File: src/rtl/dmem_arbiter_pkg.sv
// Shared types and constants for the data memory arbiter.
// Port ids, FSM state codes and default widths.
package dmem_arbiter_pkg;

  localparam int DEF_ADDR_W = 10;
  localparam int DEF_DATA_W = 32;
  localparam int LAT_W      = 4;

  localparam logic PORT_LSU = 1'b0;
  localparam logic PORT_DMA = 1'b1;

  typedef logic [1:0] state_t;

  localparam state_t ST_IDLE  = 2'd0;
  localparam state_t ST_ISSUE = 2'd1;
  localparam state_t ST_WAIT  = 2'd2;
  localparam state_t ST_RESP  = 2'd3;

  function automatic logic in_range(
    input logic [31:0] addr,
    input int          aw
  );
    return (addr >> aw) == 32'd0;
  endfunction

endpackage

File: src/rtl/dmem_arbiter_rr.sv
// Two-way round-robin grant for the data memory arbiter.
// The pointer names the port that wins a tie.
module rr_arbiter2
  import dmem_arbiter_pkg::*;
(
  input  logic       clk,
  input  logic       reset,
  input  logic [1:0] req,
  input  logic       advance,
  output logic       gnt_valid,
  output logic       gnt_id
);

  logic ptr;

  assign gnt_valid = |req;

  // A sole requester wins; on a tie the pointer decides.
  always_comb begin
    gnt_id = ptr;
    unique case (1'b1)
      req == 2'b01: gnt_id = PORT_LSU;
      req == 2'b10: gnt_id = PORT_DMA;
      default:      gnt_id = ptr;
    endcase
  end

  // After each grant the tie goes to the port that lost.
  always_ff @(posedge clk) begin
    if (reset) begin
      ptr <= PORT_LSU;
    end else if (advance) begin
      ptr <= ~gnt_id;
    end
  end

endmodule

File: src/rtl/dmem_arbiter.sv
// Two-port data memory arbiter, one access in flight.
// Strobes are held MEM_LAT cycles; read data is taken on the last.
module dmem_arbiter
  import dmem_arbiter_pkg::*;
#(
  parameter int ADDR_W  = DEF_ADDR_W,
  parameter int DATA_W  = DEF_DATA_W,
  parameter int MEM_LAT = 1
) (
  input  logic              clk,
  input  logic              reset,
  input  logic              p0_req_valid,
  output logic              p0_req_ready,
  input  logic [31:0]       p0_addr,
  input  logic [DATA_W-1:0] p0_wdata,
  input  logic              p0_we,
  output logic              p0_rsp_valid,
  output logic [DATA_W-1:0] p0_rdata,
  output logic              p0_err,
  input  logic              p1_req_valid,
  output logic              p1_req_ready,
  input  logic [31:0]       p1_addr,
  input  logic [DATA_W-1:0] p1_wdata,
  input  logic              p1_we,
  output logic              p1_rsp_valid,
  output logic [DATA_W-1:0] p1_rdata,
  output logic              p1_err,
  output logic [31:0]       mem_address,
  output logic [DATA_W-1:0] mem_write_data,
  output logic              mem_write,
  output logic              mem_read,
  input  logic [DATA_W-1:0] mem_read_data
);

  localparam logic [LAT_W-1:0] LAT_M1 =
    LAT_W'(MEM_LAT - 1);

  state_t            state;
  logic [LAT_W-1:0]  cnt;
  logic              port_q;
  logic              we_q;
  logic              err_q;
  logic [31:0]       addr_q;
  logic [DATA_W-1:0] wdata_q;
  logic [DATA_W-1:0] rdata_q;

  logic              gnt_valid;
  logic              gnt_id;
  logic              idle;
  logic              accept;
  logic              strobe;
  logic              in_rsp;
  logic [31:0]       sel_addr;
  logic [DATA_W-1:0] sel_wdata;
  logic              sel_we;
  logic              sel_ok;

  assign idle   = state == ST_IDLE;
  assign accept = idle & gnt_valid;

  rr_arbiter2 u_rr (
    .clk       (clk),
    .reset     (reset),
    .req       ({p1_req_valid, p0_req_valid}),
    .advance   (accept),
    .gnt_valid (gnt_valid),
    .gnt_id    (gnt_id)
  );

  assign p0_req_ready = accept & (gnt_id == PORT_LSU);
  assign p1_req_ready = accept & (gnt_id == PORT_DMA);

  assign sel_addr  = gnt_id ? p1_addr  : p0_addr;
  assign sel_wdata = gnt_id ? p1_wdata : p0_wdata;
  assign sel_we    = gnt_id ? p1_we    : p0_we;
  assign sel_ok    = in_range(sel_addr, ADDR_W);

  assign strobe         = mem_read | mem_write;
  assign mem_address    = strobe ? addr_q : '0;
  assign mem_write_data = mem_write ? wdata_q : '0;

  assign in_rsp       = state == ST_RESP;
  assign p0_rsp_valid = in_rsp & (port_q == PORT_LSU);
  assign p1_rsp_valid = in_rsp & (port_q == PORT_DMA);
  assign p0_rdata     = p0_rsp_valid ? rdata_q : '0;
  assign p1_rdata     = p1_rsp_valid ? rdata_q : '0;
  assign p0_err       = p0_rsp_valid & err_q;
  assign p1_err       = p1_rsp_valid & err_q;

  // Transaction FSM: latch, strobe for MEM_LAT cycles, respond.
  always_ff @(posedge clk) begin
    if (reset) begin
      state     <= ST_IDLE;
      cnt       <= '0;
      port_q    <= PORT_LSU;
      we_q      <= 1'b0;
      err_q     <= 1'b0;
      addr_q    <= '0;
      wdata_q   <= '0;
      rdata_q   <= '0;
      mem_read  <= 1'b0;
      mem_write <= 1'b0;
    end else begin
      unique case (state)
        ST_IDLE: begin
          if (accept) begin
            port_q  <= gnt_id;
            addr_q  <= sel_addr;
            wdata_q <= sel_wdata;
            we_q    <= sel_we;
            rdata_q <= '0;
            if (sel_ok) begin
              state     <= ST_ISSUE;
              cnt       <= LAT_M1;
              err_q     <= 1'b0;
              mem_write <= sel_we;
              mem_read  <= ~sel_we;
            end else begin
              state <= ST_RESP;
              err_q <= 1'b1;
            end
          end
        end
        ST_ISSUE, ST_WAIT: begin
          if (cnt == '0) begin
            mem_read  <= 1'b0;
            mem_write <= 1'b0;
            rdata_q   <= we_q ? '0 : mem_read_data;
            state     <= ST_RESP;
          end else begin
            cnt   <= cnt - 1'b1;
            state <= ST_WAIT;
          end
        end
        ST_RESP: begin
          err_q <= 1'b0;
          state <= ST_IDLE;
        end
        default: state <= ST_IDLE;
      endcase
    end
  end

endmodule

File: config.mk
export PLATFORM = sky130hd
export DESIGN_NAME = dmem_arbiter
export DESIGN_NICKNAME = d
export VERILOG_FILES = /design/src/rtl/dmem_arbiter_pkg.sv /design/src/rtl/dmem_arbiter_rr.sv /design/src/rtl/dmem_arbiter.sv
export SDC_FILE = /design/constraint.sdc
export NUM_CORES = 1
export LEC_CHECK = 0
export ABC_AREA = 1
export BUFFER_PORTS_ARGS = -buffer_cell sky130_fd_sc_hd__buf_2
export CORE_UTILIZATION = 41
export CTS_CLUSTER_DIAMETER = 80
export DETAILED_ROUTE_END_ITERATION = 6
export PLACE_DENSITY = 0.77
export SETUP_SLACK_MARGIN = 0.15
export SLEW_MARGIN = 0
export SYNTH_ARGS = -nofsm -noshare
export SYNTH_HDL_FRONTEND = slang
export SYNTH_HIERARCHICAL = 1
export SYNTH_SLANG_ARGS = --single-unit
export TNS_END_PERCENT = 1
File: constraint.sdc
create_clock -name clk -period 2.1 [get_ports clk]
set_input_delay 0.21 -clock clk [delete_from_list [all_inputs] [get_ports clk]]
set_output_delay 0.21 -clock clk [all_outputs]
set_load 0.005 [all_outputs]
==> results of run 1 <==
[timing repair]
item                       in CTS  in global routing
gates resized for setup         4                 11
pin swaps                       0                  2
setup endpoints to repair      20                 73
gates cloned                    1                  2
buffers inserted                0                  0
hold endpoints to repair        0                  0
[layout make-up]
class                   count  share of cell area
repair buffers            348               0.254
flip-flops and latches    108               0.274
multi-input cells         569               0.347
clock buffers              11              0.0307
inverters                 125              0.0603
well taps                 176              0.0279
clock inverters             3             0.00602
[kinds of logic (layout without fill, tap and decap cells)]
logic type / Yosys count / after routing
flip-flops: 108 / 108
buffers and inverters: 180 / 487
adder cells (fa/ha/maj): 9 / 9
AO/OA/AOI/OAI: 171 / 171
AND/OR/NAND/NOR: 388 / 389
[through the flow]
| step | instance area [µm²] | hold slack [ns] | TNS (ns) | worst slack, ns |
|---|---|---|---|---|
| floorplan | 5580 | 0.358 | 0 | 0.157 |
| global placement | 7490 | 0.451 | -0.524 | -0.105 |
| detailed placement | 7490 | 0.458 | -1.08 | -0.149 |
| CTS | 7830 | 0.0918 | 0 | 0.122 |
| global route | 7900 | 0.115 | 0 | 0.0843 |
| finish | 7900 | 0.101 | 0 | 0.183 |
[worst paths after layout]
path,start,end
max reg2reg,u_rr/ptr$_SDFFE_PP0P_,mem_write$_SDFFE_PP0P_
min,p1_addr[3],addr_q[3]$_SDFFE_PP0P_
max,p0_req_valid,p0_req_ready
min reg2reg,rdata_q[13]$_SDFFE_PP0P_,rdata_q[13]$_SDFFE_PP0P_
[metal layers]
metal | up-vias | routed length (µm)
li1 | 3309 | -
met1 | 2871 | 7690
met2 | 305 | 8260
met3 | 40 | 1210
met4 | 0 | 537
met5 | - | 0
[state kept, by name, summed over array words and instances (netlist names)]
register,flops
state,2
mem_write,1
cnt,4
we_q,1
port_q,1
u_rr/ptr,1
wdata_q,32
mem_read,1
rdata_q,32
err_q,1
addr_q,32
[power breakdown]
part / switching, µW / internal, µW
combinational: 2860 / 1930
clock: 756 / 952
sequential: 282 / 2710
[placed cells by master (no fill, tap or decap), drive strengths merged, types with 2 or more instances in the layout]
cell / instances
a211oi: 32
a21oi: 44
a221oi: 3
a31oi: 61
buf: 346
clkbuf: 12
clkinv: 2
dfxtp: 108
ha: 9
inv: 125
nand2: 238
nand3: 6
nor2: 137
o21ai: 29
or2: 5
[tightest hold or removal path: stages]
cell and delay (ns):
buf_2 0.08, a221oi_1 0.06, nor2_1 0.07
==> impl_metrics.py, run 1 <==
metrics = {
    "status": {
        "status": "completed",
    },
    "cells_and_area": {
        "final_layout_size_suffix_gt1_frac": 0.338,
        "antenna_cells": 0,
        "fillers": 1299,
        "register_area_um2": 2160,
        "layoutNonFillerInstCount": 1340,
        "fin_util": 0.597,
        "layout.nets": 1336,
        "multi_input_area_um2": 2740,
        "syn_to_final_growth_pct": 41.7,
    },
    "worst_setup_path": {
        "critPathKind": "in2out",
        "cp_slowest_stage_delay_ns": 0.31,
        "cp_common_cell": "buf_2",
        "r2r_cells": 15,
        "crit_cells": 11,
        "crit_path_end_kind": "output pin",
        "critPathTopFamily": "buffers and inverters",
        "path_cells": "buf_2 -> inv_1 -> ha_1 -> inv_2 -> nand2_2 -> o21a_4 -> buf_6 -> buf_4 -> nor2_4 -> buf_12 -> buf_2",
        "r2r_setup_slack_ns": 0.27,
        "worstPathArrival_ns": 1.71,
        "startpoint_type": "input port",
        "path_buf_inv": 7,
        "cp_slowest_cell": "ha_1",
        "critPathMaxFanout": 14,
        "cp.required_ns": 1.89,
    },
    "global_routing": {
        "grt_max_degree": 77,
        "grt_use_met3": 0.0410,
        "grt_overflow": 0,
        "grt_pass1_vias": 5735,
        "use_met1": 0.310,
        "antenna_found_initial": 0,
        "grt.busiest_layer": "met2",
        "grt_util_all_layers": 0.246,
        "met2_usage": 0.412,
        "grt_first_pass_wirelength_mm": 27.9,
    },
    "synth": {
        "synth_area_per_cell_um2": 6.51,
        "synth_cell_types": 34,
        "ys_ff_latch": 108,
        "netlist_area_um2": 5580,
        "synth_area_leaders": "dfxtp_1, nand2_1, nor2_1, inv_1, a31oi_1",
        "synth_fp_nets": 1031,
        "synth_simple_gate_area_frac": 0.276,
        "synth_top_family_by_area": "simple AND/OR/NAND/NOR gates",
        "synth-compound-area-share": 0.185,
        "yosysMostFrequentCell": "nand2_1",
        "synth_top_cell_area_share": 0.388,
        "ys.flop_type": "dfxtp_1",
        "synth_common_cells": "nand2_1, nor2_1, inv_1",
        "async_flop_share": 0,
        "synthAdderAreaFrac": 0.0202,
        "synth_xor_xnor_area_share": 0,
        "synth.mux.area_fraction": 0,
        "synth_edf_count": 0,
        "synthCells": 856,
        "yosys.area.top_type": "dfxtp_1",
        "yosys_warnings": 6,
        "seq_area_frac_synth": 0.388,
    },
    "floorplanning": {
        "num_rows": 42,
        "floorplan.initialDensity": 0.421,
        "ioPinCount": 302,
        "die_area_um2": 14100,
        "core-area_um2": 13200,
        "die_h_um": 119,
        "fp.dieW_um": 119,
    },
    "clocking": {
        "insertion_delay_ns": 0.35,
        "cts_sinks": 108,
        "cts-root-buf": "clkbuf_16",
        "clock_path_buffers": 2,
        "holdBufCountCts": 0,
        "cts_tree": "yes",
        "numCtsBuffers": 9,
        "htree_num_levels": 3,
        "cts.clk_slew.worst_paths_ns": 0.07,
    },
    "timing": {
        "hold_viol": 0,
        "setup_violations": 0,
        "fin_crit_sh": 0.913,
        "maxSlewViolCount": 0,
        "fin_worst_skew_ns": 0.00815,
        "rsz0062_at_grt": "true",
        "fmax_mhz": 522,
        "relSlewSlack": 0.443,
        "worst_pin_slew_ns": 0.835,
        "period_needed_ns": 1.92,
    },
    "drt": {
        "ant_nets": 0,
        "first_pass_iters": 5,
        "via_per_inst": 4.87,
        "wl_mm": 17.7,
        "route.detailed.drc": 0,
        "wire_per_inst_um": 13.2,
        "drtIter0Drc": 378,
        "vias": 6525,
    },
    "pwr": {
        "ir_worst_vdd_uv": 620,
        "power.total_uw": 9490,
        "p_leak_uw": 0.00415,
        "power_density_nw_per_um2": 1200,
    },
    "place": {
        "dp.cells": 1323,
        "portBuffers": 301,
        "place_hpwl_mm": 12.7,
        "gp_congestion": 0.876,
    },
    "worst_hold_path": {
        "worst_hold_path_type": "in2reg",
        "hold_depth": 3,
    },
    "job": {
        "drv_cap": 0,
    },
}
No activity file was read; power rests on OpenSTA's default activity.
==> run 2, diff against run 1 <==
--- a/config.mk
+++ b/config.mk
@@ -6,7 +6,7 @@
 export NUM_CORES = 1
 export LEC_CHECK = 0
 export ABC_AREA = 1
-export BUFFER_PORTS_ARGS = -buffer_cell sky130_fd_sc_hd__buf_2
+export BUFFER_PORTS_ARGS = -buffer_cell sky130_fd_sc_hd__buf_4
 export CORE_UTILIZATION = 41
 export CTS_CLUSTER_DIAMETER = 80
 export DETAILED_ROUTE_END_ITERATION = 6
==> run 2 against run 1 <==
The run now ends with design-rule violations left. Power increased by 3.0%. Combinational power up 7.5%. Sequential share of layout area is 2.6 points lower. Routed wire length increased by 7.2%. Global-route usage increased by 1.6 points. Sequential cell count unchanged. Final cell count increased by 0.15%. Clock power shrank 5%. Final area up 10%. Clock skew is 0.0011 ns lower. Critical endpoint unchanged. Largest cell class unchanged. Largest power group unchanged.
==> impl_metrics.py, run 2 (synthesis results as in run 1) <==
metrics = {
    "floorplanning": {
        "num_rows": 42,
        "die_area_um2": 14100,
        "die_h_um": 119,
        "ioPinCount": 302,
        "fp.dieW_um": 119,
        "core-area_um2": 13200,
        "floorplan.initialDensity": 0.421,
    },
    "place": {
        "placed_cell_area_um2": 8220,
        "gp_congestion": 0.889,
        "place_hpwl_mm": 13.5,
        "portBuffers": 301,
    },
    "global_routing": {
        "antenna_found_initial": 0,
        "grt_first_pass_wirelength_mm": 29.4,
        "grt_overflow": 0,
        "grt_util_all_layers": 0.262,
        "grt_max_degree": 54,
        "grt_pass1_vias": 5917,
    },
    "worst_setup_path": {
        "path_buf_inv": 7,
        "crit_path_end_kind": "output pin",
        "r2r-end": "mem_read$_SDFFE_PP0P_",
        "r2r_setup_slack_ns": 0.32,
        "cp_slowest_cell": "o21a_4",
        "path_cells": "buf_4 -> inv_1 -> buf_4 -> ha_1 -> o21a_4 -> buf_6 -> buf_4 -> nor2_4 -> buf_12 -> buf_4",
        "cp_slowest_stage_delay_ns": 0.24,
        "worstPathArrival_ns": 1.69,
        "r2r_cells": 15,
        "critPathKind": "in2out",
        "critPathMaxFanout": 14,
        "startpoint_type": "input port",
        "cp.required_ns": 1.89,
        "critPathTopFamily": "buffers and inverters",
        "cp_common_cell": "buf_4",
        "r2r_start": "u_rr/ptr$_SDFFE_PP0P_",
    },
    "pwr": {
        "p_leak_uw": 0.00428,
        "power_density_nw_per_um2": 1120,
        "ir_worst_vdd_uv": 672,
        "power.total_uw": 9770,
    },
    "drt": {
        "drtIter0Drc": 378,
        "via_per_inst": 4.90,
        "vias": 6578,
        "route.detailed.drc": 5,
        "ant_nets": 0,
        "wl_mm": 19.0,
        "first_pass_iters": 7,
        "wire_per_inst_um": 14.1,
    },
    "cells_and_area": {
        "antenna_cells": 0,
        "layout.nets": 1337,
        "reg_top3": "addr_q: 32 flops, rdata_q: 32 flops, wdata_q: 32 flops",
        "final_common_cell": "buf_4",
        "syn_to_final_growth_pct": 56.3,
        "final_layout_size_suffix_gt1_frac": 0.360,
        "final_area_um2": 8720,
        "fin_util": 0.658,
        "mostFrequentLayoutCells": "buf_4, nand2_1, nor2_1",
    },
    "status": {
        "violations": "design-rule violations",
        "status": "finished, violations left",
    },
    "clocking": {
        "holdBufCountCts": 0,
        "cts_sinks": 108,
        "cts-root-buf": "clkbuf_16",
        "cts.clk_slew.worst_paths_ns": 0.07,
        "cts_tree": "yes",
        "clock_path_buffers": 2,
        "insertion_delay_ns": 0.35,
        "htree_num_levels": 3,
        "numCtsBuffers": 9,
    },
    "timing": {
        "fin_worst_skew_ns": 0.00701,
        "maxSlewViolCount": 0,
        "fin_crit_sh": 0.904,
        "hold_viol": 0,
        "finalSetupTns_ns": 0,
        "setup_violations": 0,
        "rsz0062_at_grt": "true",
        "fmax_mhz": 527,
        "relSlewSlack": 0.415,
        "worst_pin_slew_ns": 0.876,
        "period_needed_ns": 1.90,
    },
    "job": {
        "drv_cap": 0,
    },
    "worst_hold_path": {
        "worstHoldEndpoint": "addr_q[2]$_SDFFE_PP0P_",
        "hold_depth": 3,
        "worst_hold_path_type": "in2reg",
        "min-delay-start": "p0_addr[2]",
    },
}
run 2: cell types whose count changed in the layout (fill, tap and decap cells not counted), sizes merged, moves of 2 or more:
| cell | previous run | this run |
|---|---|---|
| buf | 346 | 348 |
| clkinv | 2 | 4 |
| clkinvlp | 0 | 2 |
| inv | 125 | 123 |
run 2: where the power goes:
group	internal, µW	switching, µW	leakage (µW)
registers	2710	294	0.000891
clock network	859	760	0.000133
logic	2150	3000	0.00325
total	5720	4060	0.00428
run 2: layer usage:
layer / share of wire / up-vias / GRT usage
met3: 0.073 / 31 / 0.0430
met5: 0 / - / 0
li1: - / 3306 / -
met4: 0.027 / 0 / 0.106
met2: 0.48 / 305 / 0.440
met1: 0.42 / 2936 / 0.331
run 2: cell type report:
class / instances / area (µm²)
fill: 1192 / 4520
inverter: 125 / 478
clock inverter: 4 / 25.0
tap: 176 / 220
timing repair buffer: 350 / 2760
clock buffer: 11 / 253
sequential: 108 / 2160
multi-input combinational: 568 / 2820
run 2: how the worst max path moves through the flow:
| stage | start | endpoint | slack [ns] | cells past startpoint |
|---|---|---|---|---|
| after detailed placement | p0_req_valid | mem_read$_SDFFE_PP0P_ | -0.16 | 18 |
| after global placement | p0_req_valid | mem_read$_SDFFE_PP0P_ | -0.12 | 18 |
| after floorplan | p0_req_valid | mem_write$_SDFFE_PP0P_ | 0.16 | 17 |
| after global routing | u_rr/ptr$_SDFFE_PP0P_ | mem_read$_SDFFE_PP0P_ | 0.12 | 15 |
| final | p0_req_valid | p0_req_ready | 0.20 | 10 |
| after CTS | u_rr/ptr$_SDFFE_PP0P_ | p0_req_ready | 0.13 | 8 |
run 2: tightest hold or removal path, cell delays in order:
cell,delay [ns]
buf_4,0.08
a221oi_1,0.07
nor2_1,0.07
run 2: what timing repair did:
| item | in CTS | in global routing |
|---|---|---|
| buffers inserted | 0 | 4 |
| gates resized for setup | 4 | 34 |
| gates cloned | 0 | 2 |
| pin swaps | 0 | 10 |
| endpoints found under the setup margin | 33 | 69 |
run 2: through the flow:
step           setup slack (ns)  instances  hold slack (ns)
6_report                  0.201       1342            0.103
2_1_floorplan             0.157        856            0.358
3_5_place_dp             -0.162       1321            0.464
4_1_cts                   0.126       1336           0.0953
5_1_grt                   0.116       1342            0.115
3_3_place_gp             -0.118       1321            0.455
==> run 3, diff against run 2 <==
--- a/config.mk
+++ b/config.mk
@@ -10,6 +10,7 @@
 export CORE_UTILIZATION = 41
 export CTS_CLUSTER_DIAMETER = 80
 export DETAILED_ROUTE_END_ITERATION = 6
+export GPL_TIMING_DRIVEN = 0
 export PLACE_DENSITY = 0.77
 export SETUP_SLACK_MARGIN = 0.15
 export SLEW_MARGIN = 0
==> run 3 against run 2 <==
The flow now finishes without violations. Critical path depth is 5 lower. Register-to-register slack lost 0.16 ns. Fmax is 5.1% lower. Routed wire length is 7.5% higher. Clock skew increased by 0.00080 ns. Largest cell class unchanged. Utilization down 0.89 points. Final cell count rose by 0.82%. Largest power group unchanged. Highest routed layer unchanged. Combinational power shrank 3%. Sequential power is essentially flat. Worst hold slack gained 0.0027 ns.
==> impl_metrics.py, run 3 (synthesis results as in run 1) <==
metrics = {
    "status": {
        "status": "completed",
    },
    "drt": {
        "first_pass_iters": 5,
        "drtIter0Drc": 354,
        "wl_mm": 20.4,
        "ant_nets": 0,
        "wire_per_inst_um": 15.1,
        "via_per_inst": 4.91,
        "route.detailed.drc": 0,
        "vias": 6648,
    },
    "floorplanning": {
        "die_area_um2": 14100,
        "core-area_um2": 13200,
        "num_rows": 42,
        "ioPinCount": 302,
        "floorplan.initialDensity": 0.421,
        "fp.dieW_um": 119,
        "die_h_um": 119,
    },
    "worst_setup_path": {
        "cp.required_ns": 1.89,
        "path_buf_inv": 4,
        "critPathTopFamily": "buffers and inverters",
        "critPathMaxFanout": 10,
        "r2r_setup_slack_ns": 0.16,
        "cp_slowest_cell": "clkbuf_1",
        "cp_common_cell": "clkbuf_1",
        "cp_slowest_stage_delay_ns": 0.44,
        "worstPathArrival_ns": 1.79,
        "crit_path_end_kind": "output pin",
        "critPathKind": "reg2out",
        "path_cells": "clkbuf_1 -> clkbuf_1 -> nand2_1 -> inv_1 -> buf_4",
        "startpoint_type": "flip-flop",
    },
    "global_routing": {
        "grt_util_all_layers": 0.281,
        "antenna_found_initial": 0,
        "grt_overflow": 0,
        "grt_max_degree": 17,
        "grt_pass1_vias": 6049,
        "grt_first_pass_wirelength_mm": 31.0,
    },
    "pwr": {
        "p_switching_uw": 4120,
        "combPwrFrac": 0.516,
        "swShare": 0.423,
        "power.total_uw": 9740,
        "p_int_uw": 5620,
        "p_leak_uw": 0.00423,
        "clkPwrFrac": 0.177,
        "ir_worst_vdd_uv": 641,
        "power_density_nw_per_um2": 1130,
        "power_frac_seq": 0.307,
    },
    "cells_and_area": {
        "final_area_um2": 8600,
        "syn_to_final_growth_pct": 54.2,
        "mostFrequentLayoutCells": "buf_4, nand2_1, nor2_1",
        "antenna_cells": 0,
        "final_layout_size_suffix_gt1_frac": 0.346,
        "layout.nets": 1347,
        "fin_util": 0.649,
        "final_common_cell": "buf_4",
        "reg_top3": "addr_q: 32 flops, rdata_q: 32 flops, wdata_q: 32 flops",
    },
    "timing": {
        "holdWs_ns": 0.106,
        "worst_pin_slew_ns": 0.621,
        "maxSlewViolCount": 0,
        "rsz0062_at_grt": "true",
        "fin_crit_sh": 0.952,
        "hold_viol": 0,
        "fmax_mhz": 500,
        "fin_worst_skew_ns": 0.00781,
        "period_needed_ns": 2.00,
        "setup_violations": 0,
        "finalSetupTns_ns": 0,
        "relSlewSlack": 0.582,
    },
    "worst_hold_path": {
        "worst_hold_path_type": "in2reg",
    },
    "place": {
        "place_hpwl_mm": 15.7,
        "gp_congestion": 0.873,
        "portBuffers": 301,
        "placed_cell_area_um2": 8060,
    },
    "clocking": {
        "cts.clk_slew.worst_paths_ns": 0.07,
        "cts_sinks": 108,
        "holdBufCountCts": 0,
        "numCtsBuffers": 9,
        "htree_num_levels": 3,
        "cts-root-buf": "clkbuf_16",
        "insertion_delay_ns": 0.35,
        "cts_tree": "yes",
        "clock_path_buffers": 2,
    },
    "job": {
        "drv_cap": 0,
    },
}
run 3: cell types whose count changed in the layout (fill, tap and decap cells not counted), sizes merged:
| cell | change |
|---|---|
| clkbuf | +33 |
| clkinv | -3 |
| inv | +1 |
| buf | -22 |
| bufinv | +1 |
| nand2 | +1 |
run 3: area by class of cell:
class,instances,area [µm²]
multi-input combinational,569,2840
timing repair buffer,304,2280
fill,1269,4640
sequential,108,2160
clock buffer,13,250
tap,176,220
inverter,125,483
clock inverter,3,46.3
buffer,55,317
run 3: layer usage:
metal / wire (µm) / track usage / share of wire / vias up
li1: - / - / - / 3334
met1: 8230 / 0.340 / 0.40 / 2992
met2: 10100 / 0.488 / 0.50 / 291
met3: 1580 / 0.0560 / 0.077 / 31
met4: 482 / 0.104 / 0.024 / 0
met5: 0 / 0 / 0 / -
run 3: metrics by stage:
stage	cells	worst slack, ns
after floorplan	856	0.157
after global placement	1333	-0.410
after detailed placement	1333	-0.422
after CTS	1351	0.00407
after global routing	1353	-0.00579
final	1353	0.100
run 3: power groups by stage:
stage                     clock [µW]  combinational [µW]  sequential, µW
after floorplan                    0                3080            2950
after global placement             0                4570            2990
after detailed placement           0                4630            3010
after CTS                       1750                4720            2980
after global routing            1840                5590            3060
final                           1720                5020            2990
run 3: what timing repair did:
| item | in CTS | in global routing |
|---|---|---|
| endpoints found under the setup margin | 209 | 206 |
| setup buffers | 2 | 1 |
| pin swaps | 2 | 14 |
| resized for setup | 18 | 76 |
| gates cloned | 0 | 1 |
run 3: worst paths after layout:
path                          startpoint                     end  cells past startpoint
setup / recovery  mem_write$_SDFFE_PP0P_      mem_write_data[28]                      5
hold / removal                p1_addr[3]  addr_q[3]$_SDFFE_PP0P_                      3
setup reg to reg   u_rr/ptr$_SDFFE_PP0P_  mem_write$_SDFFE_PP0P_                     17
hold reg to reg   addr_q[0]$_SDFFE_PP0P_  addr_q[0]$_SDFFE_PP0P_                      2
run 3: worst reg2reg max path, cell delays in order, from the launching register on:
cell and delay (ns):
dfxtp_2 0.33, inv_2 0.03, nand2_2 0.07, o21a_1 0.13, buf_6 0.14, inv_8 0.05
buf_12 0.15, nand2_4 0.07, nand2_2 0.04, nor2_2 0.10, nand2_1 0.09, nor2_2 0.17
nand3_4 0.13, nand2_4 0.14, nand2_4 0.07, nand2_1 0.05, nand2_1 0.04, nor2_1 0.09
